===== src/rtl/rs232_pkg.sv =====
// Shared UART register map, state encoding and ack-byte helper for the RS232 frame loader.
package rs232_pkg;

    localparam logic [4:0] RX_BASE     = 5'd0;
    localparam logic [4:0] TX_BASE     = 5'd4;
    localparam logic [4:0] STATUS_BASE = 5'd8;
    localparam int         TX_OK_BIT   = 6;
    localparam int         RX_OK_BIT   = 7;
    localparam logic [7:0] ACK_TAG     = 8'hA0;

    typedef enum logic [2:0] {
        IDLE   = 3'd0,
        POLL   = 3'd1,
        RDRX   = 3'd2,
        TXPOLL = 3'd3,
        TXWR   = 3'd4,
        DONE   = 3'd5
    } rs232_state_e;

    function automatic logic [7:0] ack_byte(input logic [2:0] frame_idx);
        return ACK_TAG | {5'b0_0000, frame_idx};
    endfunction

endpackage


===== src/rtl/rs232_frame_loader_byte_packer.sv =====
// rs232_byte_packer: collects BYTES_PER_PIX bytes into one pixel, first byte in the low lane.
module rs232_byte_packer #(
    parameter int BYTES_PER_PIX = 1
) (
    input  logic                       avm_clk,
    input  logic                       avm_rst,
    input  logic                       clear,
    input  logic [7:0]                 byte_in,
    input  logic                       byte_vld,
    output logic [8*BYTES_PER_PIX-1:0] pix_out,
    output logic                       pix_vld
);

    localparam int CNT_W = (BYTES_PER_PIX > 1) ? $clog2(BYTES_PER_PIX) : 1;
    localparam logic [CNT_W-1:0] LAST_SLOT = CNT_W'(BYTES_PER_PIX - 1);

    logic [CNT_W-1:0] byte_cnt_r;
    logic             last_s;

    assign last_s  = (byte_cnt_r == LAST_SLOT);
    assign pix_vld = byte_vld & last_s;

    // byte slot counter, wraps after the final byte of a pixel
    always_ff @(posedge avm_clk or negedge avm_rst) begin
        if (!avm_rst) begin
            byte_cnt_r <= '0;
        end else if (clear) begin
            byte_cnt_r <= '0;
        end else if (byte_vld) begin
            byte_cnt_r <= last_s ? '0 : byte_cnt_r + CNT_W'(1);
        end else begin
            byte_cnt_r <= byte_cnt_r;
        end
    end

    // the final byte bypasses the slots so the pixel is complete on the accepting cycle
    if (BYTES_PER_PIX > 1) begin : g_slots
        logic [8*(BYTES_PER_PIX-1)-1:0] slots_r;

        // storage for every byte except the last one of a pixel
        always_ff @(posedge avm_clk or negedge avm_rst) begin
            if (!avm_rst) begin
                slots_r <= '0;
            end else if (clear) begin
                slots_r <= '0;
            end else begin
                for (int i = 0; i < BYTES_PER_PIX - 1; i++) begin
                    if (byte_vld && (byte_cnt_r == CNT_W'(i))) begin
                        slots_r[8*i +: 8] <= byte_in;
                    end else begin
                        slots_r[8*i +: 8] <= slots_r[8*i +: 8];
                    end
                end
            end
        end

        assign pix_out = {byte_in, slots_r};
    end else begin : g_single
        assign pix_out = byte_in;
    end

endmodule


===== src/rtl/rs232_frame_loader.sv =====
// rs232_frame_loader: polls an Avalon-MM RS232 UART and streams NUM_FRAMES images into SRAM.
// Define RS232_ACK_EN to send an ack byte (8'hA0|frame) to the host after every frame.
module rs232_frame_loader
    import rs232_pkg::*;
#(
    parameter int IMG_W         = 640,
    parameter int IMG_H         = 480,
    parameter int BYTES_PER_PIX = 1,
    parameter int NUM_FRAMES    = 3,
    parameter int ADDR_W        = 20
) (
    input  logic                       avm_clk,
    input  logic                       avm_rst,
    output logic [4:0]                 avm_address,
    output logic                       avm_read,
    output logic                       avm_write,
    output logic [31:0]                avm_writedata,
    input  logic [31:0]                avm_readdata,
    input  logic                       avm_waitrequest,
    input  logic                       start,
    output logic [8*BYTES_PER_PIX-1:0] pix_data,
    output logic [ADDR_W-1:0]          pix_addr,
    output logic [2:0]                 pix_frame,
    output logic                       pix_valid,
    output logic                       frame_done,
    output logic                       all_done,
    output logic                       busy
);

    localparam int NPIX     = IMG_W * IMG_H;
    localparam int PIX_W    = (NPIX > 1) ? $clog2(NPIX) : 1;
    localparam int PIX_BITS = 8 * BYTES_PER_PIX;
    localparam logic [PIX_W-1:0] LAST_PIX   = PIX_W'(NPIX - 1);
    localparam logic [2:0]       LAST_FRAME = 3'(NUM_FRAMES - 1);

    if ((64'(NUM_FRAMES) * 64'(NPIX)) > (64'd1 << ADDR_W)) begin : g_addr_check
        $error("rs232_frame_loader: NUM_FRAMES*IMG_W*IMG_H exceeds 2**ADDR_W");
    end
    if (BYTES_PER_PIX < 1 || BYTES_PER_PIX > 3 || NUM_FRAMES < 1 || NUM_FRAMES > 8) begin : g_range_check
        $error("rs232_frame_loader: BYTES_PER_PIX or NUM_FRAMES out of range");
    end

    rs232_state_e          state_r, state_s;
    logic [4:0]            avm_address_r, avm_address_s;
    logic                  avm_read_r, avm_read_s;
    logic [PIX_BITS-1:0]   pix_data_r, pix_data_s;
    logic [ADDR_W-1:0]     pix_addr_r, pix_addr_s;
    logic [2:0]            pix_frame_r, pix_frame_s;
    logic                  pix_valid_r, pix_valid_s;
    logic                  frame_done_r, frame_done_s;
    logic                  all_done_r, all_done_s;
    logic                  busy_r, busy_s;
    logic [PIX_W-1:0]      pix_cnt_r, pix_cnt_s;
    logic [2:0]            frame_cnt_r, frame_cnt_s;
    logic [ADDR_W-1:0]     addr_cnt_r, addr_cnt_s;
    logic                  clear_s, byte_vld_s, pk_vld_s;
    logic [PIX_BITS-1:0]   pk_pix_s;
    logic                  unused_ok_s;

    assign unused_ok_s = ^avm_readdata[31:8];

`ifdef RS232_ACK_EN
    logic                  avm_write_r, avm_write_s;
    logic [31:0]           avm_writedata_r, avm_writedata_s;
    assign avm_write     = avm_write_r;
    assign avm_writedata = avm_writedata_r;
`else
    assign avm_write     = 1'b0;
    assign avm_writedata = 32'h0000_0000;
`endif

    rs232_byte_packer #(.BYTES_PER_PIX(BYTES_PER_PIX)) u_packer (
        .avm_clk  (avm_clk),
        .avm_rst  (avm_rst),
        .clear    (clear_s),
        .byte_in  (avm_readdata[7:0]),
        .byte_vld (byte_vld_s),
        .pix_out  (pk_pix_s),
        .pix_vld  (pk_vld_s)
    );

    // next-state, counter and output-register logic
    always_comb begin
        state_s       = state_r;
        avm_address_s = avm_address_r;
        avm_read_s    = avm_read_r;
        pix_data_s    = pix_data_r;
        pix_addr_s    = pix_addr_r;
        pix_frame_s   = pix_frame_r;
        pix_valid_s   = 1'b0;
        frame_done_s  = 1'b0;
        pix_cnt_s     = pix_cnt_r;
        frame_cnt_s   = frame_cnt_r;
        addr_cnt_s    = addr_cnt_r;
        clear_s       = 1'b0;
        byte_vld_s    = 1'b0;
`ifdef RS232_ACK_EN
        avm_write_s     = avm_write_r;
        avm_writedata_s = avm_writedata_r;
`endif
        case (state_r)
            IDLE, DONE: begin
                if (start) begin
                    state_s       = POLL;
                    avm_read_s    = 1'b1;
                    avm_address_s = STATUS_BASE;
                    pix_cnt_s     = '0;
                    frame_cnt_s   = 3'd0;
                    addr_cnt_s    = '0;
                    clear_s       = 1'b1;
                end else begin
                    state_s = state_r;
                end
            end
            POLL: begin
                if (!avm_waitrequest && avm_readdata[RX_OK_BIT]) begin
                    state_s       = RDRX;
                    avm_address_s = RX_BASE;
                end else begin
                    state_s = POLL;
                end
            end
            RDRX: begin
                if (!avm_waitrequest) begin
                    byte_vld_s    = 1'b1;
                    state_s       = POLL;
                    avm_address_s = STATUS_BASE;
                    if (pk_vld_s) begin
                        pix_valid_s = 1'b1;
                        pix_data_s  = pk_pix_s;
                        pix_addr_s  = addr_cnt_r;
                        pix_frame_s = frame_cnt_r;
                        addr_cnt_s  = addr_cnt_r + ADDR_W'(1);
                        if (pix_cnt_r == LAST_PIX) begin
                            pix_cnt_s    = '0;
                            frame_done_s = 1'b1;
                            frame_cnt_s  = frame_cnt_r + 3'd1;
`ifdef RS232_ACK_EN
                            state_s = TXPOLL;
`else
                            if (frame_cnt_r == LAST_FRAME) begin
                                state_s    = DONE;
                                avm_read_s = 1'b0;
                            end else begin
                                state_s = POLL;
                            end
`endif
                        end else begin
                            pix_cnt_s = pix_cnt_r + PIX_W'(1);
                        end
                    end else begin
                        pix_cnt_s = pix_cnt_r;
                    end
                end else begin
                    state_s = RDRX;
                end
            end
`ifdef RS232_ACK_EN
            TXPOLL: begin
                if (!avm_waitrequest && avm_readdata[TX_OK_BIT]) begin
                    state_s         = TXWR;
                    avm_read_s      = 1'b0;
                    avm_write_s     = 1'b1;
                    avm_address_s   = TX_BASE;
                    avm_writedata_s = {24'h00_0000, ack_byte(pix_frame_r)};
                end else begin
                    state_s = TXPOLL;
                end
            end
            TXWR: begin
                if (!avm_waitrequest) begin
                    avm_write_s     = 1'b0;
                    avm_writedata_s = 32'h0000_0000;
                    avm_address_s   = STATUS_BASE;
                    if (pix_frame_r == LAST_FRAME) begin
                        state_s = DONE;
                    end else begin
                        state_s    = POLL;
                        avm_read_s = 1'b1;
                    end
                end else begin
                    state_s = TXWR;
                end
            end
`endif
            default: begin
                state_s       = IDLE;
                avm_read_s    = 1'b0;
                avm_address_s = STATUS_BASE;
            end
        endcase
        busy_s     = (state_s != IDLE) && (state_s != DONE);
        all_done_s = (state_s == DONE);
    end

    // state and registered outputs
    always_ff @(posedge avm_clk or negedge avm_rst) begin
        if (!avm_rst) begin
            state_r       <= IDLE;
            avm_address_r <= STATUS_BASE;
            avm_read_r    <= 1'b0;
            pix_data_r    <= '0;
            pix_addr_r    <= '0;
            pix_frame_r   <= 3'd0;
            pix_valid_r   <= 1'b0;
            frame_done_r  <= 1'b0;
            all_done_r    <= 1'b0;
            busy_r        <= 1'b0;
            pix_cnt_r     <= '0;
            frame_cnt_r   <= 3'd0;
            addr_cnt_r    <= '0;
`ifdef RS232_ACK_EN
            avm_write_r     <= 1'b0;
            avm_writedata_r <= 32'h0000_0000;
`endif
        end else begin
            state_r       <= state_s;
            avm_address_r <= avm_address_s;
            avm_read_r    <= avm_read_s;
            pix_data_r    <= pix_data_s;
            pix_addr_r    <= pix_addr_s;
            pix_frame_r   <= pix_frame_s;
            pix_valid_r   <= pix_valid_s;
            frame_done_r  <= frame_done_s;
            all_done_r    <= all_done_s;
            busy_r        <= busy_s;
            pix_cnt_r     <= pix_cnt_s;
            frame_cnt_r   <= frame_cnt_s;
            addr_cnt_r    <= addr_cnt_s;
`ifdef RS232_ACK_EN
            avm_write_r     <= avm_write_s;
            avm_writedata_r <= avm_writedata_s;
`endif
        end
    end

    assign avm_address = avm_address_r;
    assign avm_read    = avm_read_r;
    assign pix_data    = pix_data_r;
    assign pix_addr    = pix_addr_r;
    assign pix_frame   = pix_frame_r;
    assign pix_valid   = pix_valid_r;
    assign frame_done  = frame_done_r;
    assign all_done    = all_done_r;
    assign busy        = busy_r;

endmodule


===== config.mk =====
export PLATFORM = sky130hd
export DESIGN_NAME = rs232_frame_loader
export DESIGN_NICKNAME = d
export VERILOG_FILES = /design/src/rtl/rs232_pkg.sv /design/src/rtl/rs232_frame_loader_byte_packer.sv /design/src/rtl/rs232_frame_loader.sv
export SDC_FILE = /design/constraint.sdc
export NUM_CORES = 1
export LEC_CHECK = 0
export CAP_MARGIN = 10
export CORE_MARGIN = 4
export CORE_UTILIZATION = 40
export DETAILED_ROUTE_END_ITERATION = 8
export PLACE_DENSITY = 0.71
export SETUP_SLACK_MARGIN = 0.2
export SLEW_MARGIN = 20
export SYNTH_ARGS = -nofsm -noshare
export SYNTH_HDL_FRONTEND = slang
export SYNTH_SLANG_ARGS = --single-unit

===== constraint.sdc =====
create_clock -name avm_clk -period 3.8 [get_ports avm_clk]
set_input_delay 0.76 -clock avm_clk [delete_from_list [all_inputs] [get_ports avm_clk]]
set_output_delay 0.76 -clock avm_clk [all_outputs]
set_load 0.02 [all_outputs]

==> results of run 1 <==
[layout make-up]
cell class / instances / area, um^2 / area share (%)
Clock inverter: 4 / 26.28 / 0.5383
Inverter: 13 / 48.80 / 0.9997
Clock buffer: 12 / 155.1 / 3.179
Tap cell: 136 / 170.2 / 3.486
Multi-Input combinational cell: 363 / 1901 / 38.94
Timing Repair Buffer: 54 / 526.8 / 10.79
Sequential cell: 82 / 2053 / 42.07
[cells in the mapped netlist (3+ instances only)]
library cell | count | share of area [%]
o31ai_1 | 4 | 0.71
buf_2 | 9 | 1.1
ha_1 | 4 | 1.2
xnor2_1 | 11 | 2.3
o21ai_1 | 3 | 0.35
a21oi_1 | 12 | 1.4
a2111oi_0 | 6 | 1.2
inv_1 | 12 | 1.1
nor2_1 | 37 | 3.3
nor3_1 | 5 | 0.59
a22o_1 | 8 | 1.7
nor2b_1 | 5 | 0.74
buf_4 | 38 | 6.7
a31oi_1 | 5 | 0.74
nor4_1 | 3 | 0.44
and3_1 | 9 | 1.3
dfrtp_1 | 81 | 48
nand2_1 | 118 | 10
nand2b_1 | 3 | 0.44
and4_1 | 3 | 0.62
o21ai_0 | 35 | 4.1
a221o_1 | 3 | 0.71
clkbuf_1 | 11 | 0.97
or3_1 | 5 | 0.74
and2_1 | 3 | 0.44
nand3_1 | 11 | 1.3
nand4_1 | 9 | 1.3
[routing by layer]
metal	vias to the layer above	wire length, um	track usage (%)
met5	-	0	0
met4	0	148	6.404
met3	12	428	2.838
met2	82	4328	24.03
met1	1617	3923	18.09
li1	1657	-	-
[worst max-delay path: cells and delay by family (launching register included)]
family                 cells  cell delay, ps
AND/OR/NAND/NOR            3            1080
flip-flops                 1             620
multiplexers               1             300
buffers and inverters      1             170
AO/OA/AOI/OAI              1             410
[cell families after synthesis]
| group | after synthesis | synth area share, % |
|---|---|---|
| AO/OA/AOI/OAI | 88 | 13.28 |
| XOR/XNOR | 11 | 2.273 |
| adder cells (fa/ha/maj) | 4 | 1.181 |
| buffers and inverters | 71 | 9.917 |
| flip-flops | 82 | 48.44 |
| multiplexers | 1 | 0.2656 |
| other | 1 | 0.08846 |
| AND/OR/NAND/NOR | 222 | 24.56 |
[state kept, by name, summed over array words and instances, names as in the netlist]
signal,flops
avm_read,1
pix_valid,1
pix_cnt_r,19
frame_done,1
addr_cnt_r,20
busy,1
pix_addr,20
all_done,1
avm_address,1
state_r,3
pix_data,8
pix_frame,3
frame_cnt_r,3
[worst paths after layout]
kind / start / slack, ps / end / cells past startpoint
worst max-delay path: state_r[0] / 1110 / pix_cnt_r[9] / 6
worst min-delay path: avm_rst / 420 / pix_data[6] / 1
worst max register to register: state_r[0] / 1110 / pix_cnt_r[9] / 6
worst min register to register: pix_addr[4] / 470 / pix_addr[4] / 2
max in group asynchronous: avm_rst / 2860 / pix_cnt_r[14] / 1
min in group avm_clk: pix_addr[4] / 470 / pix_addr[4] / 2
[metrics by stage]
step	area (um^2)	setup slack [ps]	total power, mW
final	4881	1110	2.269
after global routing	4881	775.8	2.403
after CTS	4877	1073	2.289
after detailed placement	4696	793.0	1.700
after global placement	4696	833.0	1.671
after floorplan	4374	1709	1.461
[power by group through the flow]
stage / Combinational (mW) / Clock, mW / Sequential [mW]
after global placement: 0.595 / 0 / 1.08
after CTS: 0.617 / 0.605 / 1.07
after global routing: 0.673 / 0.645 / 1.08
after detailed placement: 0.615 / 0 / 1.08
final: 0.613 / 0.590 / 1.07
after floorplan: 0.317 / 0 / 1.14
==> metrics.txt, run 1 <==
GR Util All Layers=around 14%; largest net degree at the start of global routing=83; most frequent cells in the layout=nand2_1, dfrtp_1, clkdlybuf4s50_1; Fin. Hold Viols=0; Post-Syn Area per Cell=8.831 um^2; Relative slew margins=51.18%; slowest stage cell on the critical path=dfrtp_1; Gate power share=27.0%; required time worst endpoint=4050 ps; Worst-Margin Slew=732.2 ps; total gr overflow=0; Initial Utilization=41.06%; YS warnings=0; CTS Buffer Depth=2; Post-route DRC=0; unrepaired setup endpoints after global routing=no; Int Pwr=1.483 mW; # rows=37; Non-Filler Instances=664; clock root cell=clkbuf_8; Vias/cell=between 5 and 6; First-pass DRT Iterations=4; core area=0.01032 mm^2; wirelength, routed=8829 um; die width=110.9 um; leakage power total=2.263 nW; post-cts gate resize count=0; flops & latches, synth=82; crit-path max cell delay=620 ps; most common cell after layout, fill and taps aside=nand2_1; Sink Count=between 80 and 90; kind of critical path=register to register; die height=110.9 um; Inst Count DP=648; Max-Cap Viols=0; maximum vdd drop=approximately 0.17 mV; Post-synth EDFFs=0; status=finished clean; Post-synth ARST share=100.0%; synth unique cells=51; CTS H-Tree Depth=3; CP Launch Type=register; io pins=110; global-route wire length before repair=14,770 um; sw power=0.7858 mW; Hold WS=approximately 420 ps; Final Slew Violations=0; hold buffer count at cts=0; initial drt markers=between 200 and 250; Clock power frac=26.0%; Port Buffers=48; crit path DAT=2940 ps; Pwr Density=464.8 mW/mm^2; CP Capture Type=register; # diodes=0; final core occ=47.28%; Post-Synthesis Cells=480; CTS buffer count=9; vias in the first global route=3,221; Max Clk Rate=between 300 and 400 MHz; clk slew on worst S/H paths=80 ps; final setup violation count=0; area delta synth->final=15.14%; Final ANT Viol Nets=0; post-synthesis sequential area ratio=48.44%; clk_skew=8.316 ps; Tightest Hold Check Type=input port to asynchronous set/reset pin; initial antenna violation count=0; DPL Wire Length=about 6000 um; final net count=563; GP Congestion=0.8567; Sequential Power Share=47.0%; peak fanout along the critical path=15; Worst-Skew Late Latency=around 360 ps; proportion of layout cells with a drive suffix above 1=5.871%; Syn Std Cell Area=about 0.0042 mm^2; min cycle time layout=2690 ps; fillers=approximately 1,000; Setup TNS=0 ps; Wirelength per Cell=about 13 um; setup bufs post-CTS=0; total number of vias=between 3,000 and 4,000; switching fraction of total power=34.64%; crit-path cells=or3b_1 > or2_1 > clkinv_1 > o21ai_1 > nor2_1 > mux2_2; die area=0.01231 mm^2; CTS tree=done; main flop type after synthesis=dfrtp_1; crit share post-route=70.79%
Note: power is estimated with default switching activity, not from simulation.
==> run 2: changes to the inputs <==
PLACE_DENSITY = 0.73   (was 0.71)
clock period = 2.3 ns   (was 3.8 ns; I/O delays follow)
==> run 2 against run 1 <==
Count of clock-buffer cells in the layout stayed put. Wire length increased by 5.4%. Global-route usage increased by 1.1 points. Sequential cell count is the same. Clock power increased by 100%. Sequential power up 62%. Final area grew 4.1%. Critical path depth fell by 5. Total power is 79% higher. Largest power group unchanged.
==> metrics.txt, run 2 (synthesis gave the netlist of run 1 again) <==
status=finished clean; Worst-Margin Slew=between 500 and 600 ps; global routing usage on met2=26.21%; Max Clk Rate=about 500 MHz; final net count=581; crit path from=avm_address[3]; Setup WS post-layout=between 300 and 400 ps; flop-to-flop setup slack=310 ps; GP Congestion=0.8492; io pins=110; Sequential Power Share=42.5%; final setup violation count=0; largest net degree at the start of global routing=51; initial antenna violation count=0; Port Buffers=48; most common cell after layout, fill and taps aside=nand2_1; DPL Wire Length=6487 um; crit share post-route=86.93%; CP endpoint=avm_address[3]; Relative slew margins=between 60% and 70%; area delta synth->final=19.89%; Tightest Hold Check Type=input port to asynchronous set/reset pin; M1 GR Usage=19.15%; crit path DAT=1540 ps; sw power=1.312 mW; final core occ=~50%; CP Capture Type=primary output; fillers=950; critical path depth=1; Clock power frac=29.5%; Setup TNS=0 ps; First-pass DRT Iterations=4; kind of critical path=register to primary output; unrepaired setup endpoints after global routing=no; Hold WS=roughly 40 ps; Final Slew Violations=0; die height=110.9 um; r2r worst-path depth=7; Initial Utilization=41.06%; CTS H-Tree Depth=3; die width=around 110 um; Fin. Hold Viols=0; # diodes=0; required time worst endpoint=1840 ps; GR Util All Layers=15.51%; crit-path cells=clkdlybuf4s50_1; Top Usage Layer GRT=met2; global-route wire length before repair=16,060 um; vias in the first global route=~3,500; Max-Cap Viols=0; total gr overflow=0; switching fraction of total power=32.31%; crit-path max cell delay=620 ps; maximum vdd drop=0.3001 mV; area of the multi-input gates=0.001906 mm^2; Wirelength per Cell=13.65 um; Top delay family on crit path=buffers and inverters; Final ANT Viol Nets=0; Critical R2R Launch=state_r[2]; most frequent cells in the layout=nand2_1, dfrtp_1, clkdlybuf4s50_1; # rows=37; wirelength, routed=between 9000 and 10,000 um; slowest stage cell on the critical path=clkdlybuf4s50_1; clock root cell=clkbuf_8; Post-route DRC=0; Worst-Skew Late Latency=360 ps; min cycle time layout=about 2000 ps; total number of vias=between 3,000 and 4,000; Vias/cell=5.063; Reg area=0.002054 mm^2; Gate power share=27.9%; Sink Count=82; met3 Use GR=under 10%; r2r endpoint=pix_cnt_r[6]; die area=around 0.012 mm^2; CTS Buffer Depth=2; Buffers & Inverters on Critical Path=1; hold buffer count at cts=0; clk_skew=11.75 ps; CP Launch Type=register; clk slew on worst S/H paths=80 ps; dpl ws=7.118 ps; peak fanout along the critical path=4; CTS buffer count=9; initial drt markers=a little over 300; proportion of layout cells with a drive suffix above 1=9.341%; Int Pwr=2.748 mW; CTS tree=done; core area=0.01032 mm^2; Pwr Density=between 700 and 800 mW/mm^2; leakage power total=2.379 nW
run 2: cell types whose count changed in the layout (fill, tap and decap cells not counted), sizes merged:
cell and delta:
buf +18, bufinv +2, clkinv -1, clkinvlp -1
run 2: how the worst min path moves through the flow:
stage | start | to | slack [ps] | cells past startpoint
finish | avm_rst | pix_data[6] | 40 | 1
global route | avm_rst | pix_data[6] | 60 | 1
CTS | avm_rst | pix_data[6] | 40 | 1
detailed placement | avm_rst | pix_data[6] | 440 | 1
global placement | avm_rst | pix_data[6] | 430 | 1
floorplan | avm_rst | addr_cnt_r[0] | 160 | 0
run 2: layer usage:
metal  up-vias  routed length (um)
met5         -                   0
met4         0                  90
met3         9                 561
met2        96                4677
met1      1660                3980
li1       1688                   -
run 2: stage by stage:
| stage | std cells | power (mW) | instance area, um^2 |
|---|---|---|---|
| after floorplan | 516 | 2.413 | 4374 |
| after global placement | 664 | 2.824 | 4828 |
| after detailed placement | 664 | 2.864 | 4828 |
| after CTS | 680 | 4.069 | 5057 |
| after global routing | 682 | 4.297 | 5082 |
| final | 682 | 4.059 | 5082 |
run 2: what timing repair did:
| item | in CTS | in global routing |
|---|---|---|
| resized for setup | 0 | 6 |
| setup endpoints to repair | 0 | 19 |
| setup buffers | 0 | 2 |
run 2: power by group through the flow:
stage	combinational (mW)	clock (mW)	sequential, mW
after floorplan	0.523	0	1.89
after global placement	1.07	0	1.76
after detailed placement	1.09	0	1.77
after CTS	1.10	1.23	1.74
after global routing	1.25	1.29	1.75
final	1.13	1.20	1.73
run 2: final cells by class:
class	instances	area share [%]
sequential	82	40.42
clock inverter	4	1.452
multi-input combinational	363	37.49
clock buffer	12	3.053
tap	136	3.348
inverter	13	0.9601
timing repair buffer	72	13.27
